**config.mk**
```make
export PLATFORM = sky130hd
export DESIGN_NAME = q_extractor_mc
export DESIGN_NICKNAME = d
export VERILOG_FILES = /design/src/rtl/q_ext_pkg.sv /design/src/rtl/q_delay_line.sv /design/src/rtl/q_extractor_mc.sv
export SDC_FILE = /design/constraint.sdc
export NUM_CORES = 2
export LEC_CHECK = 0
export ABC_AREA = 1
export BUFFER_PORTS_ARGS = -buffer_cell sky130_fd_sc_hd__buf_2
export CORE_MARGIN = 2
export CORE_UTILIZATION = 62
export DETAILED_ROUTE_END_ITERATION = 8
export HOLD_SLACK_MARGIN = 0.15
export MAX_ROUTING_LAYER = met4
export PLACE_DENSITY = 0.84
export SETUP_SLACK_MARGIN = 0.4
export SLEW_MARGIN = 20
export SYNTH_ARGS = -nofsm -noshare
export SYNTH_HDL_FRONTEND = slang
export SYNTH_SLANG_ARGS = --single-unit
export TNS_END_PERCENT = 100
```
**constraint.sdc**
```tcl
create_clock -name clk -period 30 [get_ports clk]
set_input_delay 4.5 -clock clk [delete_from_list [all_inputs] [get_ports clk]]
set_output_delay 4.5 -clock clk [all_outputs]
set_load 0.01 [all_outputs]
```
**src/rtl/q_ext_pkg.sv**
```systemverilog
// Shared types and sizing helpers for the multi-channel charge extractor.
package q_ext_pkg;

  typedef enum logic [1:0] {S_IDLE, S_INTEG, S_DRAIN, S_HOLD} state_t;

  function automatic int popcount(input logic [63:0] v);
    int n;
    n = 0;
    for (int i = 0; i < 64; i++) begin
      if (v[i]) n = n + 1;
    end
    return n;
  endfunction

  function automatic int sum_width(input int in_w, input int win_len);
    return in_w + $clog2(win_len) + 1;
  endfunction

  function automatic int ch_width(input int n_ch);
    return (n_ch > 1) ? $clog2(n_ch) : 1;
  endfunction

endpackage

```
**src/rtl/q_delay_line.sv**
```systemverilog
// Enable-gated shift register: dout is the sample accepted DEPTH enables ago.
// DEPTH=0 degenerates to a wire; contents clear on reset.
module q_delay_line #(
  parameter int WIDTH = 31,
  parameter int DEPTH = 4
) (
  input  logic             clk,
  input  logic             reset,
  input  logic             en,
  input  logic [WIDTH-1:0] din,
  output logic [WIDTH-1:0] dout
);

  if (DEPTH == 0) begin : g_pass
    assign dout = din;
  end else begin : g_sr
    logic [WIDTH-1:0] sr [DEPTH];

    always_ff @(posedge clk or posedge reset) begin
      if (reset) begin
        for (int i = 0; i < DEPTH; i++) sr[i] <= '0;
      end else if (en) begin
        sr[0] <= din;
        for (int i = 1; i < DEPTH; i++) sr[i] <= sr[i-1];
      end
    end

    assign dout = sr[DEPTH-1];
  end

endmodule

```
**src/rtl/q_extractor_mc.sv**
```systemverilog
// Coincidence-triggered pre-triggered window integrator; charge words leave WIN_LEN valid samples after the trigger.
// Words stream one channel per out_ready transfer and hold steady while out_ready is low.
module q_extractor_mc
  import q_ext_pkg::*;
#(
  parameter int N_CH    = 4,
  parameter int IN_W    = 31,
  parameter int PRE     = 4,
  parameter int WIN_LEN = 16,
  parameter int MAJ     = 1,
  parameter int HOLDOFF = 8,
  localparam int SUM_W  = sum_width(IN_W, WIN_LEN),
  localparam int CH_W   = ch_width(N_CH)
) (
  input  logic                    clk,
  input  logic                    reset,
  input  logic [N_CH-1:0]         tot,
  input  logic [N_CH*IN_W-1:0]    in_data,
  input  logic                    in_valid,
  output logic                    out_valid,
  input  logic                    out_ready,
  output logic [CH_W-1:0]         out_ch,
  output logic signed [SUM_W-1:0] out_q,
  output logic                    out_last,
  output logic                    busy,
  output logic [15:0]             trig_cnt,
  output logic [15:0]             lost_cnt
);

  localparam int CNT_W = $clog2(WIN_LEN + 1);
  localparam int HLD_W = (HOLDOFF > 1) ? $clog2(HOLDOFF) : 1;

  state_t                  state;
  logic                    coinc, coinc_d, trig_edge;
  logic [CNT_W-1:0]        cnt;
  logic [HLD_W-1:0]        hold_cnt;
  logic [CH_W-1:0]         next_ch;
  logic [IN_W-1:0]         dly     [N_CH];
  logic signed [SUM_W-1:0] ext     [N_CH];
  logic signed [SUM_W-1:0] acc     [N_CH];
  logic signed [SUM_W-1:0] acc_add [N_CH];

  for (genvar k = 0; k < N_CH; k++) begin : g_ch
    q_delay_line #(.WIDTH(IN_W), .DEPTH(PRE)) u_dly (
      .clk  (clk),
      .reset(reset),
      .en   (in_valid),
      .din  (in_data[k*IN_W +: IN_W]),
      .dout (dly[k])
    );
    assign ext[k]     = {{(SUM_W-IN_W){dly[k][IN_W-1]}}, dly[k]};
    assign acc_add[k] = acc[k] + ext[k];
  end

  assign coinc     = popcount(64'(tot)) >= MAJ;
  assign trig_edge = coinc & ~coinc_d;
  assign next_ch   = out_ch + CH_W'(1);

  always_ff @(posedge clk or posedge reset) begin
    if (reset) begin
      state     <= S_IDLE;
      coinc_d   <= 1'b0;
      cnt       <= '0;
      hold_cnt  <= '0;
      out_valid <= 1'b0;
      out_ch    <= '0;
      out_q     <= '0;
      out_last  <= 1'b0;
      busy      <= 1'b0;
      trig_cnt  <= '0;
      lost_cnt  <= '0;
      for (int k = 0; k < N_CH; k++) acc[k] <= '0;
    end else begin
      coinc_d <= coinc;
      if (trig_edge && state != S_IDLE && lost_cnt != 16'hFFFF)
        lost_cnt <= lost_cnt + 16'd1;

      case (state)
        S_IDLE: begin
          if (trig_edge) begin
            trig_cnt <= trig_cnt + 16'd1;
            busy     <= 1'b1;
            for (int k = 0; k < N_CH; k++) acc[k] <= in_valid ? ext[k] : '0;
            cnt <= in_valid ? CNT_W'(1) : '0;
            // A one-sample window is already complete on the trigger cycle.
            if (in_valid && WIN_LEN == 1) begin
              state     <= S_DRAIN;
              out_valid <= 1'b1;
              out_ch    <= '0;
              out_q     <= ext[0];
              out_last  <= (N_CH == 1);
            end else begin
              state <= S_INTEG;
            end
          end
        end

        S_INTEG: begin
          if (in_valid) begin
            for (int k = 0; k < N_CH; k++) acc[k] <= acc_add[k];
            cnt <= cnt + CNT_W'(1);
            if (cnt == CNT_W'(WIN_LEN - 1)) begin
              state     <= S_DRAIN;
              out_valid <= 1'b1;
              out_ch    <= '0;
              out_q     <= acc_add[0];
              out_last  <= (N_CH == 1);
            end
          end
        end

        S_DRAIN: begin
          if (out_ready) begin
            if (out_last) begin
              out_valid <= 1'b0;
              out_last  <= 1'b0;
              out_ch    <= '0;
              hold_cnt  <= '0;
              if (HOLDOFF == 0) begin
                state <= S_IDLE;
                busy  <= 1'b0;
              end else begin
                state <= S_HOLD;
              end
            end else begin
              out_ch   <= next_ch;
              out_q    <= acc[next_ch];
              out_last <= (next_ch == CH_W'(N_CH - 1));
            end
          end
        end

        S_HOLD: begin
          if (hold_cnt == HLD_W'(HOLDOFF - 1)) begin
            state <= S_IDLE;
            busy  <= 1'b0;
          end else begin
            hold_cnt <= hold_cnt + HLD_W'(1);
          end
        end

        default: state <= S_IDLE;
      endcase
    end
  end

endmodule

```
==> Word level (Yosys, flattened, before mapping) <==
Cells that the tools add are included.
{ "totals": {"wordCells": 131, "output_inout_bits": 73, "regBits": 724} }
{ "op_classes": {"muxes": 52, "addsub": 12, "bitwise": 3, "n_reduce_logical": 16, "n_eq_ne": 15, "magnitude_cmp": 2} }
{ "op_table": {"columns": ["op", "n"], "rows": [
  ["$mux W36", 10],
  ["$mux W144", 2],
  ["$pmux W144 S2", 1],
  ["$add A36 B31 Y36", 4],
  ["$add A32 B2 Y32 const B", 3],
  ["$mux W32", 3],
  ["$bmux W36 S2", 1],
  ["$pmux W36 S2", 1],
  ["$add A16 B1 Y16 const B", 2],
  ["$ge A32 B2 Y1 const B", 1],
  ["$mux W2", 10],
  ["$ne A16 B16 Y1 const B", 1],
  ["$ne A2 B2 Y1 const B", 8],
  ["$mux W1", 12],
  ["$mux W5", 2],
  ["$pmux W5 S2", 1],
  ["$reduce_and A5 Y1", 2],
  ["$reduce_bool A2 Y1", 5],
  ["$mux W3", 3],
  ["$pmux W2 S4", 1],
  ["$reduce_and A4 Y1", 2],
  ["$eq A2 B2 Y1 const B", 3],
  ["$pmux W1 S2", 3],
  ["$pmux W3 S2", 1],
  ["16 further kinds", 18]
]} }

==> Longest topological paths before layout <==
{ "logic_depth": {"word_depth": 11, "depth_mapped": 16} }

==> Hierarchy <==
A second synthesis with hierarchy kept.
{ "unflattened": {"cells_unflattened": 5683, "hier_area_um2": 41079.4} }
{ "by_module_without_submodules": {"columns": ["mod", "area_each_um2", "cells_per_inst", "n_inst", "seq_area_each_um2"], "rows": [
  ["q_extractor_mc", 21235.4, 3459, 1, 5705.5],
  ["q_delay_line", 4961.0, 556, 4, 3103.0]
]} }

==> Worst setup path after synthesis <==
No wires, ideal clock.
{ "synth_timing": {"path_type": "input port to flip-flop", "startpoint": "input tot[0]", "endpoint": "register acc[100] in the netlist's numbering", "setup_time_ns": 0.122, "n_path_buf": 2, "required_ns": 29.878, "arrival_time_ns": 6.024, "slack_ns": 23.854, "cell_stages": 14, "cell_sequence": "inv_1 > ha_1 > inv_1 > nor2_1 > nand3_1 > nand3b_1 > a21oi_2 > nand2_4 > nand2_2 > nand2_1 > buf_4 > buf_2 > a21oi_1 > a21oi_1"} }
{ "synth_between": {"elab_chain_cells": 11} }
{ "synth_lines": {"columns": ["element", "line", "source"], "rows": [
  ["start: declaration", "q_extractor_mc.sv:17", "input logic [N_CH-1:0] tot,"],
  ["$mux W1 *", "q_ext_pkg.sv:10", "if (v[i]) n = n + 1;"],
  ["$add A32 B2 Y32", "q_ext_pkg.sv:10", null],
  ["$mux W32 *", "q_ext_pkg.sv:10", null],
  ["$add A32 B2 Y32", "q_ext_pkg.sv:10", null],
  ["$mux W32 *", "q_ext_pkg.sv:10", null],
  ["$add A32 B2 Y32", "q_ext_pkg.sv:10", null],
  ["$mux W32 *", "q_ext_pkg.sv:10", null],
  ["$ge A32 B2 Y1 *", "q_extractor_mc.sv:55", "assign coinc = popcount(64'(tot)) >= MAJ;"],
  ["$and A1 B1 Y1 *", "q_extractor_mc.sv:56", "assign trig_edge = coinc & ~coinc_d;"],
  ["$ne A2 B2 Y1 (no source line) *", null, null],
  ["$reduce_and A3 Y1 (no source line) *", null, null],
  ["end: declaration", "q_extractor_mc.sv:40", "logic signed [SUM_W-1:0] acc [N_CH];"]
]} }
Every way passes the cells marked *; elsewhere a longest branch is shown, timed or not.
A chain may end at the register's enable or synchronous reset.

==> results.json <==
{
  "status": "finished clean",
  "power.density_mw_per_mm2": 97.71,
  "fmax_mhz": 134.1,
  "cp-start-kind": "primary input",
  "cts_root_buf": "clkbuf_16",
  "dp_hpwl_mm": 81.41,
  "ir_drop_mv": 0.08404,
  "synthMuxAreaShare": 0,
  "antenna_found_initial": 2,
  "crit_fanout": 115,
  "final.period_utilization": 0.2486,
  "ys_ff_latch": 724,
  "cts_tree": "built",
  "fin_cells": 6486,
  "worstSetupPathType": "primary input to register",
  "start_util": 0.6269,
  "drt_iter0_markers": 3979,
  "die_x_um": 256.6,
  "p_leak_uw": 0.02360,
  "gp_congestion": 1.033,
  "die_area_sq_mm": 0.06582,
  "crit_path_start": "in_valid",
  "clk_path_buf_depth": 3,
  "via_per_inst": 5.632,
  "synth_top_family_by_area": "simple AND/OR/NAND/NOR gates",
  "clk_latency_ps": 650,
  "slew_viol_final": 0,
  "synth_adder_area_share": 0.05107,
  "synth.area.top_cells": "dfrtp_1, nand2_1, ha_1",
  "drv_cap": 0,
  "fin_nets": 5871,
  "post_cts_resized": 0,
  "finalCriticalPeriod_ps": 7457,
  "synth_xor_area_frac": 0.01506,
  "dp_cells": 6348,
  "worstPathRequired_ps": 30570,
  "rsz0062_at_grt": "no",
  "postCtsHoldBufs": 0,
  "grt_pass1_vias": 34510,
  "drc_errors": 0,
  "fin_skew_ps": 24.35,
  "cts_max_level": 3,
  "drt_wl_total_mm": 115.6,
  "drt_first_pass_iters": 7,
  "yosysUniqueCellTypes": 41,
  "yosys_warnings": 0,
  "routed-via-count": 36530,
  "clock-sinks": 724,
  "fp.dieH_um": 256.6,
  "synth_nets": 5765,
  "r2r_start": "state[1]$_DFFE_PP0P_",
  "syn2layout_area_growth_pct": 10.26,
  "async_reset_ff_frac": 1.000,
  "grt_pass1_wl_mm": 185.6,
  "yosys.area_share.simple": 0.2944,
  "core_area_sq_mm": 0.06308,
  "synth_compound_area_frac": 0.1126,
  "final.setup.tns_ps": 0,
  "track_usage": 0.3642,
  "hold_class": "register to register",
  "grt_start_max_net_pins": 195,
  "synth_edf_count": 0,
  "cts_buffers": 76,
  "worst-slew-pin-transition_ps": 1025,
  "maxSlewHeadroom": 0.3169,
  "ys_seq_area_frac": 0.4581,
  "finalHoldViolations": 0,
  "cts_setup_buffers": 0,
  "routedWlPerCell_um": 17.82,
  "synthFlopType": "dfrtp_1",
  "netlist_instances": 5474,
  "hp-start": "g_ch[1].u_dly.g_sr.sr[52]$_DFFE_PP0P_",
  "synth_top_cell_by_area": "dfrtp_1",
  "synth_area_per_cell_sq_um": 7.224,
  "synth_top_area_share": 0.4581,
  "setup_violations": 0,
  "ant_nets": 0,
  "worst_ep_arrival_time_ps": 8030,
  "worstSetupEndpointType": "register",
  "clk_pin_slew_worst_paths_ps": 60,
  "portBuffers": 204,
  "drive_above_1_share": 0.06916,
  "num_io_pins": 205,
  "rows": 92,
  "syn_area_sq_mm": 0.03955,
  "overflow": 0
}
area by class of cell:
| type | count | area, sq um |
|---|---|---|
| antenna | 1 | 2.502 |
| clock buffer | 99 | 2108 |
| clock inverter | 38 | 446.7 |
| fill | 5420 | 19480 |
| inverter | 486 | 1839 |
| multi-input combinational | 4057 | 18740 |
| sequential | 724 | 18120 |
| tap | 846 | 1059 |
| timing repair buffer | 235 | 1292 |
through the flow:
step                worst slack [ps]  hold WS [ps]    util  power [uW]  cell area [sq um]
detailed placement             21940         456.3  0.6506        3243              41040
global route                   22220         488.4  0.6912        4542              43600
global placement               21970         453.3  0.6506        3205              41040
finish                         22540         469.2  0.6912        4261              43600
CTS                            22620         468.0  0.6911        4220              43600
floorplan                       5189         442.2       -        2662              39550
power breakdown:
part | internal [uW] | total (uW) | switching, uW | leakage (uW)
Clock | 541 | 964 | 423 | 0.00125
Sequential | 1200 | 1430 | 230 | 0.00902
Combinational | 591 | 1870 | 1280 | 0.0133
Total | 2330 | 4260 | 1930 | 0.0236
synthesized netlist by cell type (2+ instances only):
master    number
nand2_1     2248
dfrtp_1      724
inv_1        480
nor2_1       444
a21oi_1      369
o21ai_0      367
nand3_1      218
ha_1         155
clkbuf_1     153
o22ai_1       41
xnor2_1       34
xor2_1        34
buf_2         32
nor3_1        25
o21bai_1      17
buf_4         16
a31oi_1       12
nor4_1        12
nand4_1       10
o211ai_1      10
nand3b_1       8
or2_2          8
a21oi_2        6
inv_2          6
o21a_1         6
and2_1         5
a21boi_1       4
a21o_1         4
buf_1          4
fa_1           4
and3_1         3
o21ai_1        3
a22oi_1        2
buf_6          2
o31ai_1        2
final timing paths:
check | end | slack [ps] | depth (start not counted)
setup / recovery | g_ch[0].u_dly.g_sr.sr[120]$_DFFE_PP0P_ | 22540 | 7
hold / removal | g_ch[1].u_dly.dout[21]$_DFFE_PP0P_ | 470 | 2
setup reg to reg | out_q[6]$_DFFE_PP0P_ | 26600 | 14
hold reg to reg | g_ch[1].u_dly.dout[21]$_DFFE_PP0P_ | 470 | 2
max in group asynchronous | out_ch[0]$_DFFE_PP0P_ | 22950 | 5
min in group asynchronous | g_ch[3].u_dly.g_sr.sr[119]$_DFFE_PP0P_ | 3990 | 2
logic make-up after synthesis:
family	Yosys count
fa+ha+maj	159
flops	724
compound gates	846
xor+xnor	68
simple gates	2984
buf+inv	693
routing by layer:
metal,wire (um),vias up,track usage
met5,0,-,-
met4,5328,0,0.1576
met3,8274,278,0.04943
met2,52110,1375,0.5478
met1,49850,17290,0.4984
li1,-,17580,-
critical path, stage by stage:
cell and delay, ps:
buf_8 210, inv_8 460, buf_4 690, buf_4 780, buf_4 880, nand2_1 170, nand2_1 120
placed cells by master (no fill, tap or decap), types with 3 or more instances in the layout:
master,Yosys,layout
nor4_1,12,12
nand4_1,10,10
o21bai_1,17,17
clkinv_4,0,6
nor3_1,25,25
or2_2,8,8
inv_16,0,3
clkbuf_1,153,11
buf_4,16,28
inv_2,6,6
o211ai_1,10,10
nand2_1,2248,2247
dfrtp_1,724,723
nor2_1,444,444
clkbuf_8,0,12
xor2_1,34,34
o21a_1,6,6
bufinv_16,0,4
o21ai_1,3,3
o22ai_1,41,41
clkinvlp_4,0,4
xnor2_1,34,34
clkbuf_16,0,76
a21oi_2,6,6
buf_2,32,203
nand3_1,218,218
o21ai_0,367,367
inv_1,480,478
a21boi_1,4,4
ha_1,155,154
a31oi_1,12,12
nand3b_1,8,8
fa_1,4,4
clkinv_16,0,3
clkinv_2,0,17
and3_1,3,3
and2_1,5,5
a21oi_1,369,369
a21o_1,4,4
flip-flops by register name (all words and copies together), names as in the netlist:
register and flops:
lost_cnt 16, out_q 36, acc 144, g_ch.u_dly.g_sr.sr 372
state 2, trig_cnt 16, out_last 1, hold_cnt 3
busy 1, coinc_d 1, cnt 5, g_ch.u_dly.dout 124
out_valid 1, out_ch 2
No activity file was read; power rests on OpenSTA's default activity.
